==> config.mk <==
export PLATFORM = sky130hd
export DESIGN_NAME = exp_golomb_encoder
export DESIGN_NICKNAME = d
export VERILOG_FILES = /design/src/rtl/ego_pkg.sv /design/src/rtl/sync_fifo.sv /design/src/rtl/exp_golomb_encoder.sv
export SDC_FILE = /design/constraint.sdc
export NUM_CORES = 1
export LEC_CHECK = 0
export CORE_UTILIZATION = 50
export DETAILED_ROUTE_END_ITERATION = 8
export MAX_ROUTING_LAYER = met4
export PLACE_DENSITY = 0.76
export SYNTH_ARGS = -nofsm -noshare
export SYNTH_HDL_FRONTEND = slang
export SYNTH_SLANG_ARGS = --single-unit
==> constraint.sdc <==
create_clock -name clk -period 3.8 [get_ports clk]
set_input_delay 0.57 -clock clk [delete_from_list [all_inputs] [get_ports clk]]
set_output_delay 0.57 -clock clk [all_outputs]
set_load 0.01 [all_outputs]
==> src/rtl/ego_pkg.sv <==
// Shared constants, FSM state type and prefix-length helper for the Exp-Golomb encoder.
// Latency: n/a (declarations only).
// Backpressure: n/a.
package ego_pkg;

    localparam int DATA_W     = 4;
    localparam int MAX_CW_LEN = 2 * DATA_W + 1;
    localparam int LEN_W      = 4;

    typedef enum logic {
        S_IDLE = 1'b0,
        S_EMIT = 1'b1
    } state_t;

    // Number of leading zeros in the codeword: floor(log2(code)), code = v+1 (never zero).
    function automatic logic [LEN_W-1:0] prefix_len(input logic [DATA_W:0] code);
        logic [LEN_W-1:0] n;
        n = '0;
        for (int i = 0; i <= DATA_W; i++) begin
            if (code[i]) begin
                n = LEN_W'(i);
            end
        end
        return n;
    endfunction

endpackage

==> src/rtl/sync_fifo.sv <==
// Small synchronous FIFO with first-word fall-through read data.
// Latency: a write is visible on rd_data/empty the cycle after the writing edge.
// Backpressure: full blocks writes unless a read happens on the same edge; reads on empty are ignored.
module sync_fifo #(
    parameter int WIDTH = 4,
    parameter int DEPTH = 4
) (
    input  logic             clk,
    input  logic             rst,
    input  logic             wr_en,
    input  logic [WIDTH-1:0] wr_data,
    input  logic             rd_en,
    output logic [WIDTH-1:0] rd_data,
    output logic             full,
    output logic             empty
);

    localparam int PTR_W = $clog2(DEPTH);
    localparam int CNT_W = $clog2(DEPTH + 1);

    logic [WIDTH-1:0] mem_q [DEPTH];
    logic [PTR_W-1:0] wr_ptr_q, wr_ptr_d;
    logic [PTR_W-1:0] rd_ptr_q, rd_ptr_d;
    logic [CNT_W-1:0] count_q, count_d;
    logic             do_wr;
    logic             do_rd;

    assign full    = (count_q == CNT_W'(DEPTH));
    assign empty   = (count_q == '0);
    assign rd_data = mem_q[rd_ptr_q];

    // Pointer and occupancy update; a simultaneous read frees a slot for a write on a full FIFO.
    always_comb begin
        do_rd    = rd_en & ~empty;
        do_wr    = wr_en & (~full | do_rd);
        wr_ptr_d = wr_ptr_q;
        rd_ptr_d = rd_ptr_q;
        count_d  = count_q;
        if (do_wr) begin
            wr_ptr_d = wr_ptr_q + 1'b1;
        end
        if (do_rd) begin
            rd_ptr_d = rd_ptr_q + 1'b1;
        end
        case ({do_wr, do_rd})
            2'b10:   count_d = count_q + 1'b1;
            2'b01:   count_d = count_q - 1'b1;
            default: count_d = count_q;
        endcase
    end

    // Control state register with synchronous reset.
    always_ff @(posedge clk) begin
        if (rst) begin
            wr_ptr_q <= '0;
            rd_ptr_q <= '0;
            count_q  <= '0;
        end else begin
            wr_ptr_q <= wr_ptr_d;
            rd_ptr_q <= rd_ptr_d;
            count_q  <= count_d;
        end
    end

    // Storage array; contents need no reset because occupancy gates every read.
    always_ff @(posedge clk) begin
        if (do_wr) begin
            mem_q[wr_ptr_q] <= wr_data;
        end
    end

endmodule

==> src/rtl/exp_golomb_encoder.sv <==
// Order-0 Exp-Golomb encoder: buffered symbols serialised as N zeros then (v+1) MSB-first.
// Latency: first code bit driven one edge after the symbol is written into an empty FIFO.
// Backpressure: in_ready drops when the FIFO is full; so_stall freezes the current bit and state.
module exp_golomb_encoder #(
    parameter int DATA_W     = 4,
    parameter int FIFO_DEPTH = 4,
    parameter int CNT_W      = 16
) (
    input  logic              clk,
    input  logic              rst,
    input  logic              in_valid,
    input  logic [DATA_W-1:0] in_data,
    output logic              in_ready,
    output logic              so_data,
    output logic              so_valid,
    output logic              so_last,
    input  logic              so_stall,
    output logic [CNT_W-1:0]  cw_cnt
);

    import ego_pkg::*;

    localparam int SR_W = 2 * DATA_W + 1;

    state_t            state_q, state_d;
    logic [SR_W-1:0]   sr_q, sr_d;
    logic [LEN_W-1:0]  len_q, len_d;
    logic [CNT_W-1:0]  cw_cnt_q, cw_cnt_d;

    logic [DATA_W-1:0] fifo_rd_data;
    logic              fifo_full;
    logic              fifo_empty;
    logic              pop;
    logic [DATA_W:0]   code;
    logic [LEN_W-1:0]  code_n;
    logic [SR_W-1:0]   load_sr;
    logic [LEN_W-1:0]  load_len;

    assign in_ready = ~fifo_full & ~rst;
    assign so_valid = (state_q == S_EMIT);
    assign so_data  = so_valid & sr_q[SR_W-1];
    assign so_last  = so_valid & (len_q == LEN_W'(1));
    assign cw_cnt   = cw_cnt_q;

    sync_fifo #(
        .WIDTH (DATA_W),
        .DEPTH (FIFO_DEPTH)
    ) u_fifo (
        .clk     (clk),
        .rst     (rst),
        .wr_en   (in_valid & in_ready),
        .wr_data (in_data),
        .rd_en   (pop),
        .rd_data (fifo_rd_data),
        .full    (fifo_full),
        .empty   (fifo_empty)
    );

    // Codeword for the FIFO head: v+1 sits in the low 2N+1 bits, its upper N bits are
    // the zero prefix, so shifting up left-justifies the whole codeword at the MSB.
    always_comb begin
        code     = (DATA_W+1)'(fifo_rd_data) + (DATA_W+1)'(1);
        code_n   = prefix_len(code);
        load_sr  = SR_W'(code) << (SR_W - 1 - 2 * int'(code_n));
        load_len = LEN_W'(2 * int'(code_n) + 1);
    end

    // Next-state: load from FIFO when idle, shift on each consumed bit, reload back-to-back.
    always_comb begin
        state_d  = state_q;
        sr_d     = sr_q;
        len_d    = len_q;
        cw_cnt_d = cw_cnt_q;
        pop      = 1'b0;
        case (state_q)
            S_IDLE: begin
                if (!fifo_empty) begin
                    pop     = 1'b1;
                    sr_d    = load_sr;
                    len_d   = load_len;
                    state_d = S_EMIT;
                end
            end
            S_EMIT: begin
                if (!so_stall) begin
                    if (len_q == LEN_W'(1)) begin
                        cw_cnt_d = cw_cnt_q + 1'b1;
                        if (!fifo_empty) begin
                            pop   = 1'b1;
                            sr_d  = load_sr;
                            len_d = load_len;
                        end else begin
                            state_d = S_IDLE;
                        end
                    end else begin
                        sr_d  = sr_q << 1;
                        len_d = len_q - 1'b1;
                    end
                end
            end
            default: begin
                state_d = S_IDLE;
            end
        endcase
    end

    // Serializer state register; reset abandons any codeword in flight.
    always_ff @(posedge clk) begin
        if (rst) begin
            state_q  <= S_IDLE;
            sr_q     <= '0;
            len_q    <= '0;
            cw_cnt_q <= '0;
        end else begin
            state_q  <= state_d;
            sr_q     <= sr_d;
            len_q    <= len_d;
            cw_cnt_q <= cw_cnt_d;
        end
    end

endmodule

Word level (Yosys, flattened, before mapping) --
Memories as Yosys holds them, arrays and structs flattened. A register that Yosys moved wholly into a read port is not among the register bits. Cells that the tools add are included. Widths: inputs -> output; s select.
Operators by class: equality and inequality tests 5, add/subtract/negate cells 9, bitwise gates (word level) 12, reductions and logical operators 3, shift-type cells 1, muxes and demuxes 24
Operators by type and width (count):
- $shl 5x32->9 | 1
- $mux 9 | 3
- $pmux 9 s2 | 1
- $add 16x1->16 const B | 1
- $mux 4 | 3
- $mux 1 | 8
- $mux 2 | 4
- $pmux 4 s2 | 1
- $and 1x1->1 | 6
- $pmux 3 s2 | 1
- $sub 4x5->6 const A | 1
- $add 4x1->5 const B | 1
- $not 1->1 | 5
- $add 2x1->2 const B | 2
- $add 4x1->4 const B | 1
- $eq 4x1->1 const B | 1
- $pmux 1 s2 | 2
- $sub 4x1->4 const B | 1
- $add 3x1->3 const B | 1
- $eq 3x3->1 const B | 1
- $logic_not 3->1 | 1
- $mux 3 | 1
- $reduce_and 3->1 | 1
- $sub 3x1->3 const B | 1
- other kinds (5) | 5
Word-level totals: output and inout port bits 20, RAM bits 16, input bits 8, word-level logic and storage cells 62, memories 1, bits in registers 37
Memories:
- u_fifo.mem_q | depth 4, bits a word 4, rd ports 1, clocked after memory_dff 1, wr ports 1, RTL line sync_fifo.sv:21 | logic [WIDTH-1:0] mem_q [DEPTH];

Depth between registers and ports, before layout --
word-level depth 11, depth in mapped cells 15, gate-level depth less buffers 11

By module --
From an unflattened synthesis, not the netlist that was laid out.
Second synthesis, totals: cell total of the unflattened synthesis 321, area, all modules 3072.9 µm²
By module, submodules not included:
- exp_golomb_encoder | area each 1960.6 µm², times used 1, cells each 242, seq. area each 600.6 µm²
- sync_fifo | area each 1112.3 µm², times used 1, cells each 79, seq. area each 660.6 µm²

Worst setup path after synthesis --
No wires, ideal clock.
path kind reg-to-reg, start reg (tool-made name), end reg sr_q[7], clock period less this slack 2.939 ns, library setup time 0.070 ns, path buffers 2, required time 3.730 ns, path slack 0.861 ns, stages on the path, launching flop included 13, arrival 2.868 ns, path through dfxtp_1 > buf_6 > mux4_2 > buf_4 > ha_1 > nand2_1 > a21boi_0 > nor3_1 > ha_1 > inv_1 > nor4_1 > o2111ai_1 > a21oi_1
RTL lines:
- to (signal assigned) | RTL line exp_golomb_encoder.sv:116 | sr_q <= sr_d;
- to (decl) | RTL line exp_golomb_encoder.sv:26 | logic [SR_W-1:0] sr_q, sr_d;

==> key figures <==
Placement
  – Port-buffer cells: 27
  – GPL Wtd Cong: 0.9153
  – Dpl ws: 0.4300 ns
  – Post-DP HPWL: 4330 µm

Global routing
  – Total GRT Usage: 21.22%
  – Pin count of the biggest net entering global routing: 39
  – Initial antenna violation count: 0
  – Number of global-route vias before repair: 2,214
  – First-pass GRT wire length: 10,090 µm
  – Global route total overflow: 0

Synth
  – Seq/Total Area, Yosys: 42.89%
  – Synth Register Bits: 55
  – Post-synth EDFFs: 16
  – Library cells used by synthesis: 61
  – Synth warnings: 0
  – Synth Cell Area: 2940 µm²
  – Asr flop ratio synth: 0%
  – Post-synthesis net count: 327
  – Top_reg_cell synth: dfxtp_1
  – Post-Syn Area per Cell: 9.546 µm²
  – Cells after Synth: 308

Floorplanning
  – Rows: 27
  – Core area: 5574 µm²
  – Starting Density: 52.75%
  – Vert. Die Dim: 78.69 µm
  – Die ar.: 6191 µm²
  – Die Width: 78.69 µm
  – IO Pins: 28

Final layout
  – Nets: 349
  – Antenna fix cells: 0
  – Layout area overhead: 14.09%
  – Layout cell share with drive strength beyond 1: 6.647%
  – Commonest non-fill, non-tap cell in the layout: dfxtp_1
  – Commonest cells after routing, fill and taps aside: 39 x dfxtp_1, 30 x nor2_1, 27 x clkdlybuf4s50_1

CTS
  – Hold buffer count at CTS: 0
  – Clk buf depth: 2
  – CTS Buf Count: 5
  – H-tree level count: 2
  – Post-CTS setup buffer count: 0
  – Post-CTS sizing: 0
  – CTS tree: yes
  – CTS Sinks: 55
  – Root Driver: clkbuf_8
  – Worst-skew pair later-pin latency: 0.31 ns
  – Clock transition at path regs: 0.11 ns

Worst setup path
  – Worst setup EP type: register
  – Worst EP required: 4.04 ns
  – Slowest stage delay, CP: 0.66 ns
  – CP startpoint kind: register
  – R2R setup slack: 0.38 ns
  – Most frequent CP cell: ha_1
  – Slowest cell on the critical path: mux4_2
  – Delay-heaviest family, CP: adder cells
  – CP bufs+invs: 1
  – Critical Path, Cell by Cell: mux4_2 -> ha_1 -> nand2_1 -> a21boi_0 -> nor3_1 -> ha_1 -> inv_1 -> nor4_1 -> o2111ai_1 -> a21oi_1
  – Critical path data arrival time: 3.66 ns
  – CP Class: reg2reg
  – Worst Path Max Fanout: 12

STA
  – Count of pins over their slew limit: 0
  – Tmin final: 3.420 ns
  – Period utilization: 90.00%
  – Finish-stage setup viols: 0
  – RSZ-0062 raised after global routing: false
  – Worst Tran Pin Value: 0.8377 ns
  – Clock skew: 0.005810 ns
  – Hold Vio Cnt, Final: 0
  – Max_slew headroom: 43.72%
  – TNS Setup: 0 ns
  – Fin worst setup slack: 0.3799 ns
  – Peak Freq: 0.2924 GHz

Route
  – Iteration-0 DRC Markers: 207
  – DRC viols: 0
  – Vias per cell: 5.749
  – Routed vias: 2,317
  – Avg WL per Cell: 14.70 µm
  – ANT nets after route: 0
  – Post-detailed-routing wire length: 5924 µm
  – First-pass iteration count of the detailed router: 4

Job
  – Maxcap violations: 0

Pwr
  – Leakage: 1.171 nW
  – Peak VDD IR: 440.5 µV
  – Power Dens Cells: 664.6 nW/µm²

Status
  – Status: completed

Min path
  – HP Class: reg2reg
==> cells by family (layout without fill, tap and decap cells) <==
logic type | count (synthesis) | after routing | synth area share, %
compound gates | 70 | 70 | 16.77
flops | 55 | 55 | 42.89
fa+ha+maj | 11 | 11 | 4.936
buf+inv | 34 | 57 | 5.149
simple gates | 110 | 110 | 19.41
mux | 6 | 6 | 4.298
xor+xnor | 22 | 22 | 6.553
==> worst min-delay path: cells and delay by family (launching register included) <==
family         cells  cell delay (ns)
AO/OA/AOI/OAI      2             0.13
flip-flops         1             0.34
==> synthesized netlist by cell type (5+ instances only) <==
cell type	number	area, µm²
edfxtp_1	16	480.5
ha_1	10	125.1
or3_1	6	37.54
xor2_1	10	87.58
and3_1	5	31.28
clkbuf_1	5	18.77
a21oi_1	20	100.1
nand2_1	18	67.56
xnor2_1	12	105.1
nand3_1	8	40.04
a22oi_1	5	37.54
inv_1	21	78.83
nor2_1	30	112.6
nor4_1	6	37.54
nor3_1	13	65.06
o21ai_0	10	50.05
dfxtp_1	39	780.8
nand4_1	5	31.28
==> sequential cells by signal (all words and copies together) (netlist names), named ones only <==
signal           count
cw_cnt              16
u_fifo.mem_q        16
sr_q                 9
len_q                4
u_fifo.count_q       3
u_fifo.rd_ptr_q      2
u_fifo.wr_ptr_q      2
so_valid             1
==> where the power goes <==
part	switching (W)	internal, W
Clock	0.000205	0.000204
Combinational	0.000616	0.000419
Sequential	0.0000910	0.000695
Total	0.000912	0.00132
==> final cells by class <==
class / count / area [µm²]
fillers: 477 / 2220
clock inverters: 3 / 50.05
repair buffers: 28 / 277.8
multi-input cells: 219 / 1528
clock buffers: 5 / 68.82
inverters: 21 / 78.83
flip-flops and latches: 55 / 1261
well taps: 72 / 90.09
==> per-stage QoR <==
stage | utilization (%) | std cells | power, W | hold slack, ns | cell area (µm²)
floorplan | - | 308 | 0.001615 | 0.4451 | 2940
global placement | 58.05 | 395 | 0.001782 | 0.4743 | 3236
detailed placement | 58.05 | 395 | 0.001813 | 0.4808 | 3236
CTS | 60.18 | 403 | 0.002224 | 0.4952 | 3354
global route | 60.18 | 403 | 0.002392 | 0.5106 | 3354
finish | 60.18 | 403 | 0.002229 | 0.5003 | 3354
==> per-layer routing <==
metal / vias to the layer above / global-route usage, % / part of all wire, %
li1: 1164 / - / -
met1: 1105 / 27.36 / 48
met2: 42 / 34.61 / 49
met3: 6 / 3.605 / 2.9
met4: 0 / 5.370 / 0.88
met5: - / - / 0
==> path summary, 6_finish.rpt <==
check                           cells past startpoint                      to                   start
worst max-delay path                               10    sr_q[7]$_SDFFE_PP0P_                register
worst min-delay path                                2  cw_cnt[9]$_SDFFE_PP0P_  cw_cnt[9]$_SDFFE_PP0P_
worst max register to register                     10    sr_q[7]$_SDFFE_PP0P_                register
worst min register to register                      2  cw_cnt[9]$_SDFFE_PP0P_  cw_cnt[9]$_SDFFE_PP0P_
Note: power is estimated with default switching activity, not from simulation.
==> patch 1: new RTL, same flow settings <==
Change the package constant `LEN_W` from 4 to 8.
--- a/src/rtl/ego_pkg.sv
+++ b/src/rtl/ego_pkg.sv
@@ -5,7 +5,7 @@
 
     localparam int DATA_W     = 4;
     localparam int MAX_CW_LEN = 2 * DATA_W + 1;
-    localparam int LEN_W      = 4;
+    localparam int LEN_W      = 8;
 
     typedef enum logic {
         S_IDLE = 1'b0,
Formal check against the unedited RTL: no difference found for any inputs over 4 cycles, from zero or initial values and one cycle with rst high; that may be too few to reach the edited logic, so the function may still have changed.
==> patch 1 against the original RTL <==
Final area grew 4.1%. First-iteration DRC count grew 32%. Critical path depth is the same. Clock skew grew 2.3 ps. Routed wire length grew 7.0%. Power grew 9.8%. Area after synthesis grew 2.3%. Synthesized cell count grew 2.3%. Worst setup slack gained 11 ps. Sequential cell count grew 4. Critical path type unchanged. Highest routed layer unchanged.
==> patch 1: results (changes against the original RTL) <==
The number of iterations in the first detailed-routing pass is 5 (was 4). The final net count is 362 (was 349). The number of DRC markers in iteration 0 is 273 (was 207).

The global placement routability congestion is 0.885 (was 0.915). The final worst clock skew was 8.09 ps (was 5.81 ps). The total length of routed met2 wires came out at 3.12 mm (was 2.88 mm). The portion of the clock cycle consumed by the worst path in the final layout is 89.7% (was 90.0%). The layout cell share with drive strength beyond 1 is 7.76% (was 6.65%).

The total number of vias was 2533 (was 2317). The worst slack after detailed placement is 413 ps (was 430 ps). The switching power came out at 1.02 mW (was 0.912 mW). The total routing resource utilization after global routing is 23.0% (was 21.2%). The slew of the pin with the lowest slew margin came out at 744 ps (was 838 ps). The via count of the first global-routing pass is 2363 (was 2214). The static leakage power came out at 1.25 nW (was 1.17 nW).

Outcome: complete, no violations (unchanged). The cell count after placement came to 404 (was 395). The synthesized net count is 334 (was 327). The met1 routed wirelength after detailed routing is 2.84 mm (was 2.82 mm).

The CTS buffer count was 9 (was 5). The wire length on met3 came out at 320 µm (was 172 µm). The detailed placement HPWL came out at 4.42 mm (was 4.33 mm). The distinct cell type count of the synthesized netlist was 58 (was 61). Top area cells in the synthesized netlist: dfxtp_1 29%, edfxtp_1 16%, ha_1 4.2% (was dfxtp_1 27%, edfxtp_1 16%, ha_1 4.3%). The mean instance size in the synthesized netlist was 9.55 µm² (about the same). The maximum vdd ir drop came out at 0.000353 V (was 0.000441 V). The top-area cell type share of the netlist area is 28.6% (was 26.6%). The largest net degree at the start of global routing is 43 (was 39). The final standard cell count with taps included and fillers excluded came out at 420 (was 403). The maximum fanout encountered on the critical timing path is 9 (was 12). Most instantiated cells after synthesis: 43 x dfxtp_1, 31 x nor2_1, 22 x nand2_1 (was 39 x dfxtp_1, 30 x nor2_1, 21 x inv_1). The global-route wire length before repair came out at 10.9 mm (was 10.1 mm).
## patch 1: power by group through the flow
stage	combinational [mW]	sequential [mW]	clock, mW
2_1_floorplan	0.896	0.827	0
3_3_place_gp	1.08	0.854	0
3_5_place_dp	1.11	0.858	0
4_1_cts	1.12	0.845	0.478
5_1_grt	1.26	0.863	0.509
6_report	1.13	0.847	0.469
## patch 1: kinds of logic after synthesis
kind of cell,synth area share (%)
buffers and inverters,4.12
multiplexers,3.58
AND/OR/NAND/NOR,20.0
flip-flops,44.6
adder cells (fa/ha/maj),4.83
AO/OA/AOI/OAI,17.6
XOR/XNOR,5.28
## patch 1: worst paths after layout
check | from | end | cells after the start
hold reg to reg | sr_q[1] | sr_q[1] | 2
hold / removal | sr_q[1] | sr_q[1] | 2
setup / recovery | register | sr_q[3] | 10
setup reg to reg | register | sr_q[3] | 10
## patch 1: worst max-delay path, stage by stage (launching register included)
cell and delay (ps):
dfxtp_1 430, mux4_1 740, ha_1 480, a22oi_1 130, o221ai_1 310, inv_1 80, ha_1 300, xor2_4 250
nand2_4 60, a2111o_1 370, o22ai_1 170
## patch 1: area by class of cell
cell class              instances  area [µm²]  share of cell area [%]
clock buffers                  10         128                    3.66
clock inverters                 6        32.5                   0.932
inverters                      17        63.8                    1.83
well taps                      72        90.1                    2.58
multi-input cells             226        1540                    44.2
repair buffers                 30         293                    8.39
flip-flops and latches         59        1340                    38.4
## patch 1: routing by layer
layer | global-route usage, % | vias to the layer above
li1 | - | 1215
met1 | 28.7 | 1233
met2 | 34.9 | 79
met3 | 6.51 | 6
met4 | 9.64 | 0
met5 | - | -
==> patch 2: new RTL, config.mk and constraints unchanged <==
Without the edit above. Take the reset off `sr_q` and load it in a clocked block of its own.
--- a/src/rtl/exp_golomb_encoder.sv
+++ b/src/rtl/exp_golomb_encoder.sv
@@ -108,16 +108,18 @@
     always_ff @(posedge clk) begin
         if (rst) begin
             state_q  <= S_IDLE;
-            sr_q     <= '0;
             len_q    <= '0;
             cw_cnt_q <= '0;
         end else begin
             state_q  <= state_d;
-            sr_q     <= sr_d;
             len_q    <= len_d;
             cw_cnt_q <= cw_cnt_d;
         end
     end
 
+    always_ff @(posedge clk) begin
+        sr_q <= sr_d;
+    end
+
 endmodule
 
Check against the original RTL: same outputs for any inputs over 4 cycles, from zero or initial values and one cycle with rst high; that may be too few to reach the edited logic, so the function may still have changed.
==> patch 2 against the original RTL <==
Sequential cell count is the same. Power is essentially flat. Worst setup slack lost 39 ps. Highest routed layer unchanged. Core utilization shrank 0.21 points. Synthesized cell count shrank 4.9%. Area after synthesis grew 0.30%. Largest cell class unchanged. Final area grew 0.26%. Clock power shrank 5%. Largest power group unchanged. Critical endpoint is now sr_q[5]. Routed wire length shrank 5.6%.
==> patch 2: results (changes against the original RTL) <==
Outcome: complete, no violations (unchanged). The global-route wire length before repair is 9.46 mm (was 10.1 mm). The final net count is 332 (was 349). The total number of vias is 2218 (was 2317). The number of cells on the worst reg-to-reg path came out at 10 (unchanged). The class of the worst hold path is reg -> reg (unchanged).

The critical path data arrival time came out at 3590 ps (was 3660 ps). The final worst hold slack was 529 ps (was 500 ps). The clock tree root buffer cell is clkbuf_8 (unchanged). The sequential element share of the synthesized area came out at 45.8% (was 42.9%). The cell family with the largest share of critical-path delay is compound AO/OA/AOI/OAI gates (was adder cells). The maximum vdd ir drop is 0.000381 V (was 0.000441 V). The later-pin clock latency in the skew report was 310 ps (about the same). The layout filler cell count came out at 503 (was 477).

The number of flops mapped to enable cells by yosys came out at 25 (was 16). The detailed placement HPWL came out at 4.02 mm (was 4.33 mm). The proportion of synthesized flip-flops having asynchronous set or reset was 0% (unchanged). The number of iterations in the first detailed-routing pass is 4 (unchanged). The worst-case headroom to the max-slew limit is 48.4% (was 43.7%). The global placement routability congestion came out at 0.836 (was 0.915).

The clock-pin slew reported for the worst setup and hold paths after clock tree synthesis is about 100 ps. The number of levels the H-tree was split into was 2 (unchanged). The routed length per instance is 14.5 µm (was 14.7 µm).

The synthesized net count came to 312 (was 327). The maximum fanout encountered on the critical timing path is 11 (was 12). The start point of the worst min-delay path was u_fifo.count_q[2] (was cw_cnt[9]). The top flip-flop cell by instance count after synthesis is dfxtp_1 (unchanged). The largest net degree at the start of global routing came out at 30 (was 39).

The static leakage power came to 1.17 nW (about the same). The instance count along the most critical hold path is 2 (unchanged). The clock tree buffer depth came out at 2 (unchanged). The number of antenna cells inserted came out at 0 (unchanged). The largest stage delay on the critical path came out at 660 ps (about the same). The terminus of the critical flop-to-flop path is sr_q[5] (was sr_q[7]). The number of antenna violations at the first check in global routing came out at 0 (unchanged). The buffer count from post-CTS setup fixing is 0 (unchanged). The layout cell share with drive strength beyond 1 came out at 9.24% (was 6.65%).

The number of warnings printed during yosys synthesis is 0 (unchanged). The CTS buffer count was 5 (unchanged). The via count of the first global-routing pass is 1994 (was 2214). The final worst clock skew was 8.41 ps (was 5.81 ps). The slowest library cell on the worst path is mux4_2 (unchanged).

The number of DRC markers in iteration 0 is 212 (was 207). The flop-to-flop setup slack came out at 340 ps (was 380 ps). The end point of the worst hold path is u_fifo.count_q[2] (was cw_cnt[9]). The distinct cell type count of the synthesized netlist is 55 (was 61). Most instantiated cells after synthesis: 30 x dfxtp_1, 29 x nor2_1, 25 x edfxtp_1 (was 39 x dfxtp_1, 30 x nor2_1, 21 x inv_1). Top area cells in the synthesized netlist: edfxtp_1 25%, dfxtp_1 20%, ha_1 4.2% (was dfxtp_1 27%, edfxtp_1 16%, ha_1 4.3%).

The total routing resource utilization after global routing was 20.0% (was 21.2%). The number of port buffers came out at 27 (unchanged).
==> patch 2: cell families (layout without fill, tap and decap cells) <==
| kind of cell | after synthesis | after routing | synth area share (%) |
|---|---|---|---|
| compound gates | 59 | 59 | 15.4 |
| xor+xnor | 19 | 19 | 5.64 |
| fa+ha+maj | 11 | 11 | 4.92 |
| buf+inv | 32 | 53 | 4.71 |
| flops | 55 | 55 | 45.8 |
| mux | 5 | 5 | 3.39 |
| simple gates | 112 | 112 | 20.1 |
==> patch 2: worst max path at each step <==
stage / startpoint / endpoint / slack [ps] / cells past startpoint
3_3_place_gp: register / sr_q[4] / 420 / 10
6_report: register / sr_q[5] / 340 / 10
2_1_floorplan: register / sr_q[5] / 490 / 12
3_5_place_dp: register / sr_q[5] / 320 / 10
4_1_cts: register / sr_q[5] / 280 / 10
5_1_grt: register / sr_q[7] / 70 / 10
==> patch 2: where the power goes <==
part / leakage, nW / total [mW] / internal, mW / switching, mW
registers: 0.489 / 0.826 / 0.748 / 0.0782
logic: 0.624 / 1.01 / 0.426 / 0.585
clock network: 0.0562 / 0.390 / 0.197 / 0.193
total: 1.17 / 2.23 / 1.37 / 0.856
==> patch 2: layout make-up <==
| cell class | count | area [µm²] | share of cell area (%) |
|---|---|---|---|
| inverter | 15 | 56.3 | 1.67 |
| clock buffer | 5 | 68.8 | 2.05 |
| timing repair buffer | 30 | 293 | 8.71 |
| multi-input combinational | 206 | 1460 | 43.5 |
| sequential | 55 | 1350 | 40.2 |
| clock inverter | 3 | 42.5 | 1.26 |
| tap | 72 | 90.1 | 2.68 |
==> patch 2: metal layers <==
layer | share of wire (%) | global-route usage, % | wire length, µm
met5 | 0 | - | 0
met4 | 1.9 | 9.07 | 106
met3 | 3.9 | 3.10 | 216
met2 | 46 | 28.6 | 2540
met1 | 49 | 27.9 | 2720
==> patch 2: what timing repair did <==
action                                  4_1_cts  5_1_grt
resized for setup                             0        1
endpoints found under the setup margin        0        1
endpoints found under the hold margin         0        0
==> patch 2: stage by stage <==
stage	worst slack, ps	util, %	instances	instance area, µm²
finish	341	60.0	386	3360
global route	74.7	60.0	386	3360
CTS	278	59.9	386	3360
detailed placement	315	57.9	378	3250
global placement	419	57.9	378	3250
floorplan	491	-	293	2950
==> patch 2: tightest hold or removal path, stage by stage, from the launching register on <==
cell and delay, ps:
dfxtp_1 350, o21ai_0 80, a21oi_1 60
